===== config.mk =====
export PLATFORM = sky130hd
export DESIGN_NAME = alu_seq
export DESIGN_NICKNAME = d
export VERILOG_FILES = /design/src/rtl/alu_pkg.sv /design/src/rtl/alu_iter_muldiv.sv /design/src/rtl/alu_seq.sv
export SDC_FILE = /design/constraint.sdc
export NUM_CORES = 1
export LEC_CHECK = 0
export ABC_CLOCK_PERIOD_IN_PS = 5200
export BUFFER_PORTS_ARGS = -buffer_cell sky130_fd_sc_hd__buf_2
export CORE_MARGIN = 4
export CORE_UTILIZATION = 45
export CTS_BUF_LIST = sky130_fd_sc_hd__clkbuf_4 sky130_fd_sc_hd__clkbuf_8
export CTS_CLUSTER_DIAMETER = 40
export DETAILED_ROUTE_END_ITERATION = 7
export SLEW_MARGIN = 0
export SYNTH_ARGS = -nofsm -noshare
export SYNTH_HDL_FRONTEND = slang
export SYNTH_SLANG_ARGS = --single-unit

===== constraint.sdc =====
create_clock -name clk_i -period 5.2 [get_ports clk_i]
set_clock_uncertainty 0.05 [all_clocks]
set_input_delay 0.78 -clock clk_i [delete_from_list [all_inputs] [get_ports clk_i]]
set_output_delay 0.78 -clock clk_i [all_outputs]
set_load 0.03 [all_outputs]

===== src/rtl/alu_pkg.sv =====
// Shared op codes, FSM states and op classification for the sequenced ALU.
// ALU_DIV_EN adds the divide op class and the DIV state.
package alu_pkg;

  localparam int unsigned ALU_AND  = 0;
  localparam int unsigned ALU_OR   = 1;
  localparam int unsigned ALU_ADD  = 2;
  localparam int unsigned ALU_SEQ  = 3;
  localparam int unsigned ALU_SGE  = 4;
  localparam int unsigned ALU_SGT  = 5;
  localparam int unsigned ALU_SUB  = 6;
  localparam int unsigned ALU_SLT  = 7;
  localparam int unsigned ALU_MUL  = 8;
  localparam int unsigned ALU_DIVU = 9;
  localparam int unsigned ALU_REMU = 10;

  typedef enum logic [1:0] {
    ST_IDLE,
    ST_DONE,
    ST_MUL
`ifdef ALU_DIV_EN
    ,
    ST_DIV
`endif
  } state_e;

  typedef enum logic [1:0] {
    OPC_SINGLE,
    OPC_MUL,
    OPC_DIV
  } op_class_e;

  // Without the divider, codes 9/10 fall through to the single-cycle class.
  function automatic op_class_e op_class(input int unsigned code);
    op_class_e c;
    c = OPC_SINGLE;
    if (code == ALU_MUL) c = OPC_MUL;
`ifdef ALU_DIV_EN
    if (code == ALU_DIVU || code == ALU_REMU) c = OPC_DIV;
`endif
    return c;
  endfunction

endpackage


===== src/rtl/alu_iter_muldiv.sv =====
// WIDTH-step shift-add multiplier sharing a 2*WIDTH accumulator and down-counter
// with a restoring divider (divider present only when ALU_DIV_EN is defined).
module alu_iter_muldiv #(
  parameter int WIDTH = 32
) (
  input  logic             clk_i,
  input  logic             rst_i,
  input  logic             start_i,
`ifdef ALU_DIV_EN
  input  logic             div_i,
`endif
  input  logic [WIDTH-1:0] a_i,
  input  logic [WIDTH-1:0] b_i,
  output logic             busy_o,
  output logic             last_o,
  output logic [WIDTH-1:0] lo_o,
  output logic [WIDTH-1:0] hi_o
);

  localparam int CNT_W = $clog2(WIDTH);

  logic [2*WIDTH-1:0] acc_q, acc_d;
  logic [WIDTH-1:0]   b_q;
  logic [CNT_W-1:0]   cnt_q;
  logic               busy_q;
  logic [WIDTH:0]     madd;
  logic [2*WIDTH-1:0] mul_step;

  assign madd     = {1'b0, acc_q[2*WIDTH-1:WIDTH]} + (acc_q[0] ? {1'b0, b_q} : '0);
  assign mul_step = {madd, acc_q[WIDTH-1:1]};

`ifdef ALU_DIV_EN
  logic               div_q;
  logic [WIDTH:0]     rs;
  logic [WIDTH:0]     dsub;
  logic               qbit;
  logic [WIDTH-1:0]   rem;
  logic [2*WIDTH-1:0] div_step;

  // Shift remainder left by one dividend bit; a clear borrow means the trial subtract fits.
  assign rs       = acc_q[2*WIDTH-1:WIDTH-1];
  assign dsub     = rs - {1'b0, b_q};
  assign qbit     = ~dsub[WIDTH];
  assign rem      = qbit ? dsub[WIDTH-1:0] : rs[WIDTH-1:0];
  assign div_step = {rem, acc_q[WIDTH-2:0], qbit};
  assign acc_d    = div_q ? div_step : mul_step;
`else
  assign acc_d    = mul_step;
`endif

  always_ff @(posedge clk_i) begin
    if (rst_i) begin
      acc_q  <= '0;
      b_q    <= '0;
      cnt_q  <= '0;
      busy_q <= 1'b0;
`ifdef ALU_DIV_EN
      div_q  <= 1'b0;
`endif
    end else if (start_i) begin
      acc_q  <= {{WIDTH{1'b0}}, a_i};
      b_q    <= b_i;
      cnt_q  <= CNT_W'(WIDTH - 1);
      busy_q <= 1'b1;
`ifdef ALU_DIV_EN
      div_q  <= div_i;
`endif
    end else if (busy_q) begin
      acc_q <= acc_d;
      if (cnt_q == '0) busy_q <= 1'b0;
      else             cnt_q  <= cnt_q - 1'b1;
    end
  end

  // The owner captures the final step combinationally on the terminal-count edge.
  assign busy_o = busy_q;
  assign last_o = busy_q && (cnt_q == '0);
  assign lo_o   = acc_d[WIDTH-1:0];
  assign hi_o   = acc_d[2*WIDTH-1:WIDTH];

endmodule


===== src/rtl/alu_seq.sv =====
// Handshaked sequenced ALU: registered single-cycle ops, iterative MUL, and
// iterative DIVU/REMU when ALU_DIV_EN is defined.
//   state   | meaning
//   IDLE    | ready for a new op
//   MUL     | multiplier stepping, inputs ignored
//   DIV     | divider stepping (ALU_DIV_EN only)
//   DONE    | result valid, held until out_ready_i
module alu_seq
  import alu_pkg::*;
#(
  parameter int WIDTH  = 32,
  parameter int CTRL_W = 4
) (
  input  logic              clk_i,
  input  logic              rst_i,
  input  logic              in_valid_i,
  output logic              in_ready_o,
  input  logic [WIDTH-1:0]  src1_i,
  input  logic [WIDTH-1:0]  src2_i,
  input  logic [CTRL_W-1:0] ctrl_i,
  output logic              out_valid_o,
  input  logic              out_ready_i,
  output logic [WIDTH-1:0]  result_o,
  output logic [WIDTH-1:0]  hi_o,
  output logic              zero_o,
  output logic              ovf_o
);

  state_e           state_q;
  logic [WIDTH-1:0] result_q, hi_q;
  logic             zero_q, ovf_q, out_valid_q;

  int unsigned      code;
  op_class_e        opc;
  logic [WIDTH-1:0] sum, diff, res_d;
  logic             ovf_d;
  logic             mdu_start, mdu_busy, mdu_last;
  logic [WIDTH-1:0] mdu_lo, mdu_hi;

  assign code = 32'(ctrl_i);
  assign opc  = op_class(code);
  assign sum  = src1_i + src2_i;
  assign diff = src1_i - src2_i;

  always_comb begin
    res_d = '0;
    ovf_d = 1'b0;
    case (code)
      ALU_AND: res_d = src1_i & src2_i;
      ALU_OR:  res_d = src1_i | src2_i;
      ALU_ADD: begin
        res_d = sum;
        ovf_d = (src1_i[WIDTH-1] == src2_i[WIDTH-1]) && (sum[WIDTH-1] != src1_i[WIDTH-1]);
      end
      ALU_SUB: begin
        res_d = diff;
        ovf_d = (src1_i[WIDTH-1] != src2_i[WIDTH-1]) && (diff[WIDTH-1] != src1_i[WIDTH-1]);
      end
      ALU_SEQ: res_d = WIDTH'(src1_i == src2_i);
      ALU_SGE: res_d = WIDTH'($signed(src1_i) >= $signed(src2_i));
      ALU_SGT: res_d = WIDTH'($signed(src1_i) >  $signed(src2_i));
      ALU_SLT: res_d = WIDTH'($signed(src1_i) <  $signed(src2_i));
      default: res_d = '0;
    endcase
  end

  assign mdu_start = (state_q == ST_IDLE) && in_valid_i && (opc != OPC_SINGLE);

  alu_iter_muldiv #(.WIDTH(WIDTH)) u_muldiv (
    .clk_i   (clk_i),
    .rst_i   (rst_i),
    .start_i (mdu_start),
`ifdef ALU_DIV_EN
    .div_i   (opc == OPC_DIV),
`endif
    .a_i     (src1_i),
    .b_i     (src2_i),
    .busy_o  (mdu_busy),
    .last_o  (mdu_last),
    .lo_o    (mdu_lo),
    .hi_o    (mdu_hi)
  );

`ifdef ALU_DIV_EN
  logic             rem_q;
  logic [WIDTH-1:0] div_res;
  assign div_res = rem_q ? mdu_hi : mdu_lo;
`endif

  always_ff @(posedge clk_i) begin
    if (rst_i) begin
      state_q     <= ST_IDLE;
      result_q    <= '0;
      hi_q        <= '0;
      zero_q      <= 1'b1;
      ovf_q       <= 1'b0;
      out_valid_q <= 1'b0;
`ifdef ALU_DIV_EN
      rem_q       <= 1'b0;
`endif
    end else begin
      case (state_q)
        ST_IDLE: begin
          if (in_valid_i) begin
            case (opc)
              OPC_MUL: state_q <= ST_MUL;
`ifdef ALU_DIV_EN
              OPC_DIV: begin
                state_q <= ST_DIV;
                rem_q   <= (code == ALU_REMU);
              end
`endif
              default: begin
                result_q    <= res_d;
                hi_q        <= '0;
                zero_q      <= (res_d == '0);
                ovf_q       <= ovf_d;
                out_valid_q <= 1'b1;
                state_q     <= ST_DONE;
              end
            endcase
          end
        end
        ST_MUL: begin
          if (mdu_busy && mdu_last) begin
            result_q    <= mdu_lo;
            hi_q        <= mdu_hi;
            zero_q      <= (mdu_lo == '0);
            ovf_q       <= 1'b0;
            out_valid_q <= 1'b1;
            state_q     <= ST_DONE;
          end
        end
`ifdef ALU_DIV_EN
        ST_DIV: begin
          if (mdu_busy && mdu_last) begin
            result_q    <= div_res;
            hi_q        <= mdu_hi;
            zero_q      <= (div_res == '0);
            ovf_q       <= 1'b0;
            out_valid_q <= 1'b1;
            state_q     <= ST_DONE;
          end
        end
`endif
        ST_DONE: begin
          if (out_ready_i) begin
            out_valid_q <= 1'b0;
            state_q     <= ST_IDLE;
          end
        end
        default: state_q <= ST_IDLE;
      endcase
    end
  end

  assign in_ready_o  = (state_q == ST_IDLE);
  assign out_valid_o = out_valid_q;
  assign result_o    = result_q;
  assign hi_o        = hi_q;
  assign zero_o      = zero_q;
  assign ovf_o       = ovf_q;

endmodule


==> results list, run 1 <==
- Number of unique standard cell types used by synthesis: 87
- Data arrives at the worst endpoint at approximately 4.6 ns.
- Port buffering added between 100 and 150 buffers.
- The detailed router finished its first iteration with roughly 1100 violations.
* Max frequency: approximately 0.23 GHz
* VDD IR max: roughly 0.00016 V
- Number of storage elements in the synthesis netlist: around 170
- Power comes to roughly 3.2 mW.
- Largest driver fanout on the critical path: 6
- With fillers left out, the area of the finished cells amounts to approximately 0.015 sq mm.
* GR met3 Demand/Resource: 0.0404
- Area delta synth->final: 10.3%
- RSZ-0062 raised after global routing: false
- In the routed design, unresolved DRC markers number 0.
- Die height: around 180 microns
- For this run, global-route usage on met2 was measured as 0.423.
- The worst path meets setup with around 0.89 ns of slack.
- The Yosys step of the flow raised 0 warnings.
- CTS built an H-tree with a depth of 4.
- For this design the total switching power over the nets is approximately 1.2 mW.
* Fraction of registers with async set or reset after synthesis: 0
- Met1 routing resource usage after global routing: 0.385
* Number of global-route vias before repair: roughly 12000
- Clock latency of the later-clocked register in the worst-skew pair: between 0.4 and 0.5 ns
- After legalization and detailed placement, the total HPWL measured ~35000 microns.
- Clock tree from TritonCTS: built
- The final hold violation count is 0.
- Wire length of the first global-routing pass: between 70000 and 80000 microns
- NumNets Final: roughly 2000
- Setup violations remaining at the end of the flow were counted as 0.
- Clock-pin slew was measured on the worst setup and hold paths at around 0.11 ns.
- Run status: completed
- Mapped Nets: 1937
* Clock root cell: sky130_fd_sc_hd__clkbuf_8
* Endpoint class of the critical path: flop
* Launching element type of the critical path: input pin
* Syn_area_per_cell: 7.74 sq um
- Sw Ratio: 0.370
* TritonCTS Buffers: 17
* Post-synthesis instance area: 0.0134 sq mm
- In the synthesized netlist the dominant register cell turns out to be sky130_fd_sc_hd__dfxtp_1.
* Total vias in the final route: 13000
- The internal power of the cells totals 1.99 mW.
- Cell area reported after detailed placement: ~0.014 sq mm
- Routability congestion estimate: between 0.9 and 1
- The first detailed-routing pass took 6 iterations.
* Sequential share of the synthesized area: 0.255
- Combinational fraction of design power: 0.276
* Overall global routing resource usage: 0.269
- Final Max Slew Viols: 0
- Antenna violations before repair: 1
- The number of setup buffers added after CTS is 0.
* Number of enable-type register cells in the synthesized netlist: 0
* MaxCap Viol Count: 0
- Wire per inst: 20.7 microns
- Fraction of layout cells with a size suffix above 1: 0.127
- Number of vias per cell after detailed routing: between 5 and 6
* Overflow left after global routing: 0
- Transition time at the pin with the least slew margin: 1.30 ns
* Global-route layer with the greatest usage: met2
- Final period util: 0.829
* Die Width: approximately 180 microns
- Max-slew headroom: 0.132
* Maximum clock path buffer count: 2
* Antenna cell count: 0
* Portion of total power attributed to the clock network: 0.293
- Pre-CTS setup slack: about 0.5 ns
- In this run the worst hold path is classified as reg -> reg.
- Reg power frac: 0.431
- Number of rows created at floorplan: a little over 60
- Final worst path period need: ~4.3 ns
* Initial core utilization: 0.462
- Hold_buf cts: 0
- Pin placement for this block handled 140 I/O pins.
- Summed over all cells, the static leakage comes to 6.36 nW.
* Resize count post-CTS: 0
- Sum Neg Setup Slack: 0 ns
* Core outline area: 0.0290 sq mm
* Cell count after synthesis: 1731
- In this run the power density over the cells is 213 mW/mm^2.
- Once detail routing completed, the nets flagged for antenna violations numbered 0.
- CTS sink count: approximately 170
* Required time reported for the critical path endpoint: roughly 5.5 ns
* Worst hold slack: between 0.4 and 0.5 ns
- Wires add up to around 46000 microns.
- Largest net degree at the start of global routing: roughly 110
* Type of the worst setup path: in -> reg
- The floorplan step defined a die boundary enclosing 0.0326 sq mm.
[power by group through the flow]
stage	Sequential (mW)	Combinational, mW	Clock (mW)
floorplan	1.40	0.552	0
global placement	1.39	0.855	0
detailed placement	1.39	0.850	0
CTS	1.36	0.853	0.947
global route	1.36	0.938	1.01
finish	1.36	0.872	0.923
[layout by cell type, fill, tap and decap left out, drive strengths merged, types with 8 or more instances in the layout]
master and n:
a211oi 56, a21o 24, a21oi 161, a221oi 11
a22oi 54, a31oi 13, and2 34, and3 8
buf 168, clkbuf 17, dfxtp 171, ha 131
inv 141, mux2i 99, nand2 151, nand2b 18
nand3 16, nand4 12, nor2 196, nor2b 12
nor3 23, nor4 20, o211ai 18, o21a 16
o21ai 58, o21bai 11, o22ai 13, o31ai 10
or3 9, xnor2 46, xor2 14
[per-stage QoR]
stage | instances | util
final | 2206 | 0.510
after global routing | 2206 | 0.510
after CTS | 2206 | 0.510
after detailed placement | 2174 | 0.496
after global placement | 2174 | 0.496
after floorplan | 1731 | -
[cell usage after synthesis, types with 4 or more instances]
cell type | n | area share
sky130_fd_sc_hd__o31ai_1 | 10 | 0.0056
sky130_fd_sc_hd__or3_1 | 7 | 0.0033
sky130_fd_sc_hd__buf_1 | 8 | 0.0022
sky130_fd_sc_hd__xnor2_1 | 46 | 0.030
sky130_fd_sc_hd__a22oi_1 | 54 | 0.030
sky130_fd_sc_hd__o22ai_1 | 13 | 0.0061
sky130_fd_sc_hd__nand2_1 | 151 | 0.042
sky130_fd_sc_hd__o41ai_1 | 5 | 0.0033
sky130_fd_sc_hd__nor3b_1 | 4 | 0.0022
sky130_fd_sc_hd__a211o_1 | 5 | 0.0033
sky130_fd_sc_hd__a211oi_1 | 55 | 0.031
sky130_fd_sc_hd__ha_1 | 131 | 0.12
sky130_fd_sc_hd__a221oi_1 | 9 | 0.0059
sky130_fd_sc_hd__and3_1 | 7 | 0.0033
sky130_fd_sc_hd__nor2b_1 | 12 | 0.0056
sky130_fd_sc_hd__a31oi_1 | 12 | 0.0056
sky130_fd_sc_hd__nor2_1 | 195 | 0.055
sky130_fd_sc_hd__a21oi_1 | 161 | 0.060
sky130_fd_sc_hd__clkbuf_1 | 78 | 0.022
sky130_fd_sc_hd__buf_2 | 22 | 0.0082
sky130_fd_sc_hd__o21ai_0 | 53 | 0.020
sky130_fd_sc_hd__nor4_1 | 18 | 0.0084
sky130_fd_sc_hd__inv_1 | 133 | 0.037
sky130_fd_sc_hd__nand3_1 | 16 | 0.0060
sky130_fd_sc_hd__and2_1 | 34 | 0.016
sky130_fd_sc_hd__xor2_1 | 14 | 0.0091
sky130_fd_sc_hd__nand4_1 | 12 | 0.0056
sky130_fd_sc_hd__o221ai_1 | 4 | 0.0026
sky130_fd_sc_hd__a21o_1 | 24 | 0.013
sky130_fd_sc_hd__nand2b_1 | 18 | 0.0084
sky130_fd_sc_hd__mux2i_1 | 99 | 0.074
sky130_fd_sc_hd__o21bai_1 | 11 | 0.0062
sky130_fd_sc_hd__dfxtp_1 | 171 | 0.26
sky130_fd_sc_hd__o211ai_1 | 18 | 0.010
sky130_fd_sc_hd__a2111oi_0 | 5 | 0.0033
sky130_fd_sc_hd__o21a_1 | 16 | 0.0090
sky130_fd_sc_hd__nor3_1 | 22 | 0.0082
[flip-flops by register name (all words and copies together), names as in the netlist]
name             flops
result_o            32
zero_o               1
hi_o                32
state_q              2
out_valid_o          1
u_muldiv.busy_o      1
u_muldiv.b_q        32
u_muldiv.acc_q      64
ovf_o                1
u_muldiv.cnt_q       5
[worst max-delay path: stages]
cell                        delay, ns
sky130_fd_sc_hd__buf_2           0.18
sky130_fd_sc_hd__inv_1           0.07
sky130_fd_sc_hd__ha_1            0.34
sky130_fd_sc_hd__a211oi_1        0.42
sky130_fd_sc_hd__o21bai_1        0.14
sky130_fd_sc_hd__buf_4           0.17
sky130_fd_sc_hd__a31oi_4         0.24
sky130_fd_sc_hd__a21oi_1         0.23
sky130_fd_sc_hd__a21bo_2         0.30
sky130_fd_sc_hd__and3_1          0.19
sky130_fd_sc_hd__o22ai_1         0.14
sky130_fd_sc_hd__a2bb2oi_1       0.09
sky130_fd_sc_hd__a211oi_1        0.65
sky130_fd_sc_hd__nor4b_1         0.10
sky130_fd_sc_hd__and4_1          0.24
sky130_fd_sc_hd__a311o_1         0.35
[final cells by class]
class	count	area (sq um)
inverters	134	503
multi-input cells	1317	9060
fillers	2956	14200
clock buffers	17	234
clock inverters	15	149
well taps	384	480
repair buffers	168	928
flip-flops and latches	171	3430
[path summary, 6_finish.rpt]
| check | from | to | slack (ns) | cells after the start |
|---|---|---|---|---|
| max | src1_i[1] | zero_o | 0.89 | 16 |
| min | u_muldiv.b_q[12] | u_muldiv.b_q[12] | 0.40 | 2 |
| max reg2reg | u_muldiv.acc_q[0] | u_muldiv.acc_q[62] | 1.07 | 15 |
| min reg2reg | u_muldiv.b_q[12] | u_muldiv.b_q[12] | 0.40 | 2 |
[cells by family after synthesis]
family,Yosys count,synth area share
adder cells (fa/ha/maj),134,0.127
buffers and inverters,243,0.0707
AND/OR/NAND/NOR,520,0.180
flip-flops,171,0.255
XOR/XNOR,60,0.0392
AO/OA/AOI/OAI,503,0.254
multiplexers,100,0.0748
[metal layers]
layer / share of wire / vias up / routed length, microns
met5: 0.00015 / - / 7
met3: 0.061 / 83 / 2780
li1: - / 6278 / -
met2: 0.44 / 478 / 20300
met4: 0.025 / 2 / 1150
met1: 0.47 / 6203 / 21500
(Power assumes the default switching activity.)
==> run 2, diff against run 1 <==
- ABC_CLOCK_PERIOD_IN_PS: 5200 -> 4250
- clock period: 5.2 -> 4.25 ns (I/O delays scaled with it)
==> run 2 against run 1 <==
Effect of this change: design area up 4.9%; critical path depth up 2; clock power is 31% higher; register-to-register slack worse by 0.70 ns; core utilization up 2.5 points; combinational power is 34% higher; die area is the same; worst hold slack worse by 0.016 ns; critical path type unchanged; setup slack lost 0.53 ns; total power up 28%; wire length up 1.5%.
==> results list, run 2 (synthesized netlist as in run 1, its figures left out) <==
- TritonCTS created 17 clock buffers.
* Number of global-route vias before repair: 12700
- Clock tree from TritonCTS: built
* Initial core utilization: 0.462
* Total vias in the final route: around 13000
- The critical path is of the in -> reg type.
* Overall global routing resource usage: 0.273
* Count of routing violations after the opening detailed-route iteration: between 1000 and 1500
* Final Max Slew Viols: 0
* Fraction of layout cells with a size suffix above 1: 0.168
- Setup violations remaining at the end of the flow were counted as 0.
* Run status: completed
- CTS built an H-tree with a depth of 4.
- Required time reported for the critical path endpoint: 4.64 ns
- The library cell used most frequently in the layout, excluding fill and tap cells, is sky130_fd_sc_hd__nor2_1.
- Wire length of the first global-routing pass: around 72000 microns
- Counting tap cells, the placed design contains a total of approximately 2300 instances.
- Die Width: 181 microns
- Classification of the worst-slack hold path: in -> reg
- VDD IR max: 0.000179 V
- Detailed Route WL: about 46000 microns
- Die height: between 150 and 200 microns
- The initial antenna violation count is 1.
- Routability congestion estimate: slightly below 1
- Most used cells in the layout excluding fill and tap cells: sky130_fd_sc_hd__nor2_1, sky130_fd_sc_hd__dfxtp_1, sky130_fd_sc_hd__a21oi_1
- Detail Route Antenna Nets: 0
- For this design the ratio of total power to cell area is approximately 260 mW/mm^2.
- Pre-CTS setup slack: -0.0533 ns
* Worst R2R Start: u_muldiv.acc_q[0]
- Largest net degree at the start of global routing: 104
* Overflow left after global routing: 0
* Hold_buf cts: 0
- Flip-flop count of the largest register, all copies and words added: 64
- Sum Neg Setup Slack: 0 ns
- The placed instances occupy a cell area of roughly 0.015 sq mm.
- The tool flagged a number of max-cap violations equal to 0.
* Launching element type of the critical path: input pin
- HPWL after detailed placement: between 30000 and 40000 microns
* Area of the die: about 0.033 sq mm
* Resize count post-CTS: 0
- Dividing the detail-routed via count by the number of cells gives between 5 and 6.
- The longest clock path from root to sink contains 2 buffers.
- Leaving out filler cells and counting taps, the final layout contains approximately 2300.
- Hold timing on the final database bottoms out at a slack of 0.388 ns.
- Clock latency of the later-clocked register in the worst-skew pair: a little under 0.5 ns
* Remaining routing DRC violations: 0
* Clock edge transition at the registers on the reported setup and hold paths: 0.11 ns
- Number of detailed-route iterations in the first pass: 6
* Max-slew headroom: 0.364
* Largest driver fanout on the critical path: 3
- Number of buffers inserted by post-CTS setup repair: 0
- Total power consumption of the routed design: ~4.0 mW
- Derived from the worst setup path, the maximum achievable clock frequency is between 0.2 and 0.3 GHz.
- Input and output buffers added on the ports amount to between 100 and 150.
* Arrival @ worst endpoint: around 4.3 ns
* Final worst path period need: just under 4 ns
* Transition time at the pin with the least slew margin: between 0.9 and 1 ns
* Static leakage: ~7 nW
- Counting the fill cells in the layout gives 2916.
* RSZ-0062 raised after global routing: false
* Area delta synth->final: 15.7%
* Register with the highest flop count: u_muldiv.acc_q
- Of the available clock period, the critical path in the final layout requires 0.916.
* Core outline area: a little under 0.03 sq mm
- For this design, the sink count on the clock tree is 171.
- Clock root cell: sky130_fd_sc_hd__clkbuf_8
- Final-report hold violation count: 0
- The critical path starts at src1_i[0].
- In the final design database the tool counted between 2000 and 2500 nets.
- The finished cells cover about 0.016 sq mm.
- Once routing completed, OpenROAD measured the worst setup slack at roughly 0.36 ns.
* Launch point of the worst hold path: src2_i[3]
- The worst setup path is captured at a flop.
* Post-layout utilization of the core: 0.534
* Number of rows created at floorplan: 62
* Wire per inst: 20.2 microns
- For this design the top-level I/O count stands at 140.
## run 2: final timing paths
check | cells after the start | slack [ns] | to
max | 18 | 0.36 | zero_o
min | 3 | 0.39 | u_muldiv.b_q[3]
max reg2reg | 17 | 0.37 | hi_o[29]
min reg2reg | 2 | 0.40 | u_muldiv.b_q[22]
## run 2: final cells by class
| class | count | area [sq um] | share of cell area |
|---|---|---|---|
| clock inverters | 13 | 156 | 0.0101 |
| well taps | 384 | 480 | 0.0310 |
| clock buffers | 19 | 255 | 0.0165 |
| inverters | 134 | 503 | 0.0324 |
| repair buffers | 258 | 1620 | 0.104 |
| flip-flops and latches | 171 | 3430 | 0.221 |
| diodes | 1 | 2.50 | 0.000161 |
| multi-input cells | 1317 | 9060 | 0.585 |
## run 2: metal layers
layer / vias to the layer above / routed length, microns / GRT usage
li1: 6464 / - / -
met1: 6282 / 21800 / 0.394
met2: 499 / 20600 / 0.426
met3: 65 / 3180 / 0.0452
met4: 0 / 892 / 0.0699
met5: - / 0 / 0
## run 2: critical path, stage by stage
cell                       delay [ns]
sky130_fd_sc_hd__buf_2           0.11
sky130_fd_sc_hd__inv_1           0.07
sky130_fd_sc_hd__ha_1            0.20
sky130_fd_sc_hd__inv_1           0.07
sky130_fd_sc_hd__fa_1            0.38
sky130_fd_sc_hd__nor2b_1         0.16
sky130_fd_sc_hd__o221ai_1        0.28
sky130_fd_sc_hd__buf_4           0.20
sky130_fd_sc_hd__nor2_2          0.05
sky130_fd_sc_hd__nor3_2          0.36
sky130_fd_sc_hd__nor2_1          0.09
sky130_fd_sc_hd__o31ai_1         0.26
sky130_fd_sc_hd__xnor2_1         0.11
sky130_fd_sc_hd__a22oi_1         0.41
sky130_fd_sc_hd__nand4_1         0.16
sky130_fd_sc_hd__nor4_2          0.32
sky130_fd_sc_hd__and4_1          0.24
sky130_fd_sc_hd__a311o_1         0.15
## run 2: where the power goes
part | switching (mW) | internal (mW) | total, mW
Combinational | 0.724 | 0.442 | 1.17
Clock | 0.649 | 0.560 | 1.21
Sequential | 0.0296 | 1.63 | 1.66
==> run 3, diff against run 2 <==
- ABC_AREA: unset -> 1
==> run 3 against run 2 <==
Effect of this change: fmax up 18%; area after synthesis up 13%; critical path depth down 8; clock-buffer cell count unchanged; cell count up 32%; die area up 12%; clock power up 5%; via count up 24%; total power up 13%; highest routed layer unchanged.
==> results list, run 3 <==
- Of the cells placed in the final design, the portion with a size suffix greater than 1 is 0.122.
* Core outline area: 0.0329 sq mm
* Number of detailed-route iterations in the first pass: 6
- Most Frequent Cell on Critical Path: sky130_fd_sc_hd__inv_1
- The post-synthesis compound-gate area fraction is 0.184.
- RSZ-0062 raised after global routing: false
- Number of unique standard cell types used by synthesis: 51
* Max frequency: 0.303 GHz
- Ordered list of cells on the worst path: inv_1 > nor2_1 > a22o_1 > inv_1 > nand2_1 > nor2_2 > inv_2 > buf_4 > a22oi_1 > a21oi_1
- The floorplan step defined a die boundary enclosing 0.0366 sq mm.
* Cell count after synthesis: ~2500
* Hold_buf cts: 0
* Max-slew headroom: 0.191
- The routed layout has between 15000 and 20000 vias.
- The largest individual stage delay along the critical path comes from the cell sky130_fd_sc_hd__nor2_2.
- TritonCTS built the clock tree.
* Combinational fraction of design power: 0.340
- Reg-to-Reg End: result_o[17]
- Final setup margin: roughly 0.94 ns
- The total count of max-transition violations in the final report came to 0.
* Final worst path period need: approximately 3.3 ns
- Reg power frac: 0.380
* Area delta synth->final: 9.11%
- The run finished with clean final reports.
- After routing the design area is 0.0165 sq mm.
- STA classifies the critical path endpoint as a flop.
* Cell area reported after detailed placement: around 0.016 sq mm
- Sequential share of the synthesized area: 0.226
* Count of input and output buffers: about 140
* Arrival @ worst endpoint: ~3.6 ns
- sky130_fd_sc_hd__nand2_1 is the most common cell in the netlist.
- TritonCTS Buffers: 17
* Syn_area_per_cell: approximately 6.0 sq um
- Total power consumption of the routed design: between 4 and 5 mW
- During I/O placement, the number of pins put on the boundary was 140.
- The net count of the finished layout is between 2000 and 3000.
- Flip-flop count of the largest register, all copies and words added: between 60 and 70
- By area, the combinational part of the netlist is dominated by simple AND/OR/NAND/NOR gates.
- Of the total power, the share spent switching nets is 0.407.
- The wire-length estimate of the detail-placed layout is between 40000 and 50000 microns.
* Antenna violations before repair: 0
* Worst hold slack: 0.413 ns
- Number of buffers inserted by post-CTS setup repair: 0
* Clock latency of the later-clocked register in the worst-skew pair: around 0.48 ns
- Synth top area cells: sky130_fd_sc_hd__dfxtp_1, sky130_fd_sc_hd__nand2_1, sky130_fd_sc_hd__ha_1
- Arithmetic-cell share of the synthesized area counting full adders, half adders and majority gates: 0.112
* Fraction of registers with async set or reset after synthesis: 0
* Multiplexer share of the synthesized area: 0
* Internal cell power: between 2 and 3 mW
- The worst hold path begins at hi_o[7].
- Post-synth top area share: 0.226
- Register with the highest flop count: u_muldiv.acc_q
- In this run the power spent charging and discharging nets is roughly 1.8 mW.
* Final-report hold violation count: 0
- Clock-pin slew was measured on the worst setup and hold paths at 0.10 ns.
- Dividing the detail-routed via count by the number of cells gives about 5.4.
- For the pin with the worst max-slew slack, the measured transition is ~1.2 ns.
- Summed over all instances, the cell type with the most area after synthesis is sky130_fd_sc_hd__dfxtp_1.
- Measured in cells, the most critical reg-to-reg path has a length of 10.
* Overall global routing resource usage: 0.306
- Level count of the clock H-tree: 4
* Largest net degree at the start of global routing: 62
- Among all flip-flop cells after synthesis, the most frequent one is sky130_fd_sc_hd__dfxtp_1.
* Mapped Nets: 2708
- At the placement stage, the worst setup path has a slack of between 0.7 and 0.8 ns.
- After detailed routing, the number of remaining DRC violations is 0.
- MaxCap Viol Count: 0
- Counting flops with a built-in enable in the synthesized netlist gives 0.
- Setup violations remaining at the end of the flow were counted as 0.
- Dividing the detail-routed wire length by the instance count gives approximately 19 microns.
- Counting every sink on the clock net gives between 150 and 200.
* Number of global-route vias before repair: approximately 15000
- Number of storage elements in the synthesis netlist: 171
- Of all nets on the critical path, the largest fanout is 31.
- Count of routing violations after the opening detailed-route iteration: ~1300
- Most used cells in the layout excluding fill and tap cells: sky130_fd_sc_hd__nand2_1, sky130_fd_sc_hd__inv_1, sky130_fd_sc_hd__nor2_1
- Clock root cell: sky130_fd_sc_hd__clkbuf_8
- Hold depth: 2
- The largest single stage delay on the critical path is around 0.60 ns.
- The worst setup path is of the reg -> reg kind.
* Yosys warnings: 0
- After global routing the overflow that remains totals 0.
* Post-synthesis instance area: between 0.015 and 0.02 sq mm
* Pwr dens: roughly 280 mW/mm^2
- XOR/XNOR Fraction of Synth Area: 0.0156
* Share of synthesized cell area in and, or, nand and nor gates: 0.330
- The first global-routing pass estimated 87200 microns of wire.
- Most common cell after layout, fill and taps aside: sky130_fd_sc_hd__nand2_1
- Detailed Route WL: between 50000 and 60000 microns
- The worst hold path terminates at hi_o[7].
* Worst R2R Start: state_q[1]
- The initial utilization of the core area, before any placement, comes to 0.460.
* Launching element type of the critical path: flop
- The worst hold path belongs to the class reg -> reg.
- The worst-case IR drop observed on VDD is roughly 0.00024 V.
* Resize count post-CTS: 0
- Die Width: 191 microns
* Register-to-register setup slack: around 0.94 ns
- Setup total negative slack on the finished layout was measured at 0 ns.
* Timing startpoint of the critical path: state_q[1]
- Dividing the final minimum period by the clock period gives 0.778.
- The detail route stage leaves a number of antenna-violating nets equal to 0.
- Of the total power, the clock network draws 0.280.
- For this design the static power due to leakage is around 8.6 nW.
* Die height: 191 microns
* Required time reported for the critical path endpoint: between 4 and 5 ns
- Top cell types by occurrence after synthesis: sky130_fd_sc_hd__nand2_1, sky130_fd_sc_hd__inv_1, sky130_fd_sc_hd__nor2_1, sky130_fd_sc_hd__a21oi_1, sky130_fd_sc_hd__dfxtp_1
- Routability congestion estimate: between 1 and 1.5
* Maximum clock path buffer count: 2
* Number of rows created at floorplan: between 60 and 70
run 3: cells by family (layout without fill, tap and decap cells):
| logic type | after synthesis | count (layout) |
|---|---|---|
| other cells | 0 | 1 |
| fa+ha+maj | 134 | 134 |
| buf+inv | 504 | 596 |
| compound gates | 498 | 498 |
| xor+xnor | 27 | 27 |
| simple gates | 1168 | 1168 |
| flops | 171 | 171 |
run 3: area by class of cell:
| cell class | count | area (sq um) |
|---|---|---|
| antenna | 1 | 2.50 |
| multi-input combinational | 1827 | 9720 |
| clock inverter | 13 | 165 |
| fill | 3657 | 16400 |
| inverter | 403 | 1510 |
| tap | 442 | 553 |
| sequential | 171 | 3420 |
| timing repair buffer | 161 | 863 |
| clock buffer | 19 | 255 |
run 3: worst max-delay path, delay by kind of cell, from the launching register on:
| kind | cells | cell delay (ns) |
|---|---|---|
| buffers and inverters | 4 | 1.41 |
| DFF | 1 | 0.34 |
| AOI/OAI and AO/OA | 3 | 0.49 |
| and+or+nand+nor | 3 | 0.86 |
run 3: worst max path at each step:
stage | to | slack, ns | cells after the start
2_1_floorplan | u_muldiv.acc_q[51] | 1.62 | 21
3_3_place_gp | zero_o | 0.72 | 19
6_report | result_o[17] | 0.94 | 10
5_1_grt | result_o[17] | 0.74 | 10
3_5_place_dp | zero_o | 0.75 | 21
4_1_cts | result_o[17] | 1.0 | 13
run 3: through the flow:
step / cells / utilization
3_3_place_gp: 3004 / 0.489
4_1_cts: 3036 / 0.502
3_5_place_dp: 3004 / 0.489
6_report: 3037 / 0.502
5_1_grt: 3036 / 0.502
2_1_floorplan: 2502 / -
run 3: layer usage:
layer | part of all wire | vias to the layer above | track usage
li1 | - | 8156 | -
met1 | 0.46 | 7586 | 0.431
met2 | 0.43 | 695 | 0.476
met3 | 0.071 | 96 | 0.0407
met4 | 0.040 | 0 | 0.114
met5 | 0 | - | 0
run 3: power by group through the flow:
| stage | registers [mW] | clock network [mW] | logic [mW] |
|---|---|---|---|
| 2_1_floorplan | 1.82 | 0 | 0.956 |
| 3_3_place_gp | 1.76 | 0 | 1.51 |
| 3_5_place_dp | 1.76 | 0 | 1.52 |
| 4_1_cts | 1.72 | 1.29 | 1.52 |
| 5_1_grt | 1.73 | 1.35 | 1.69 |
| 6_report | 1.73 | 1.27 | 1.54 |
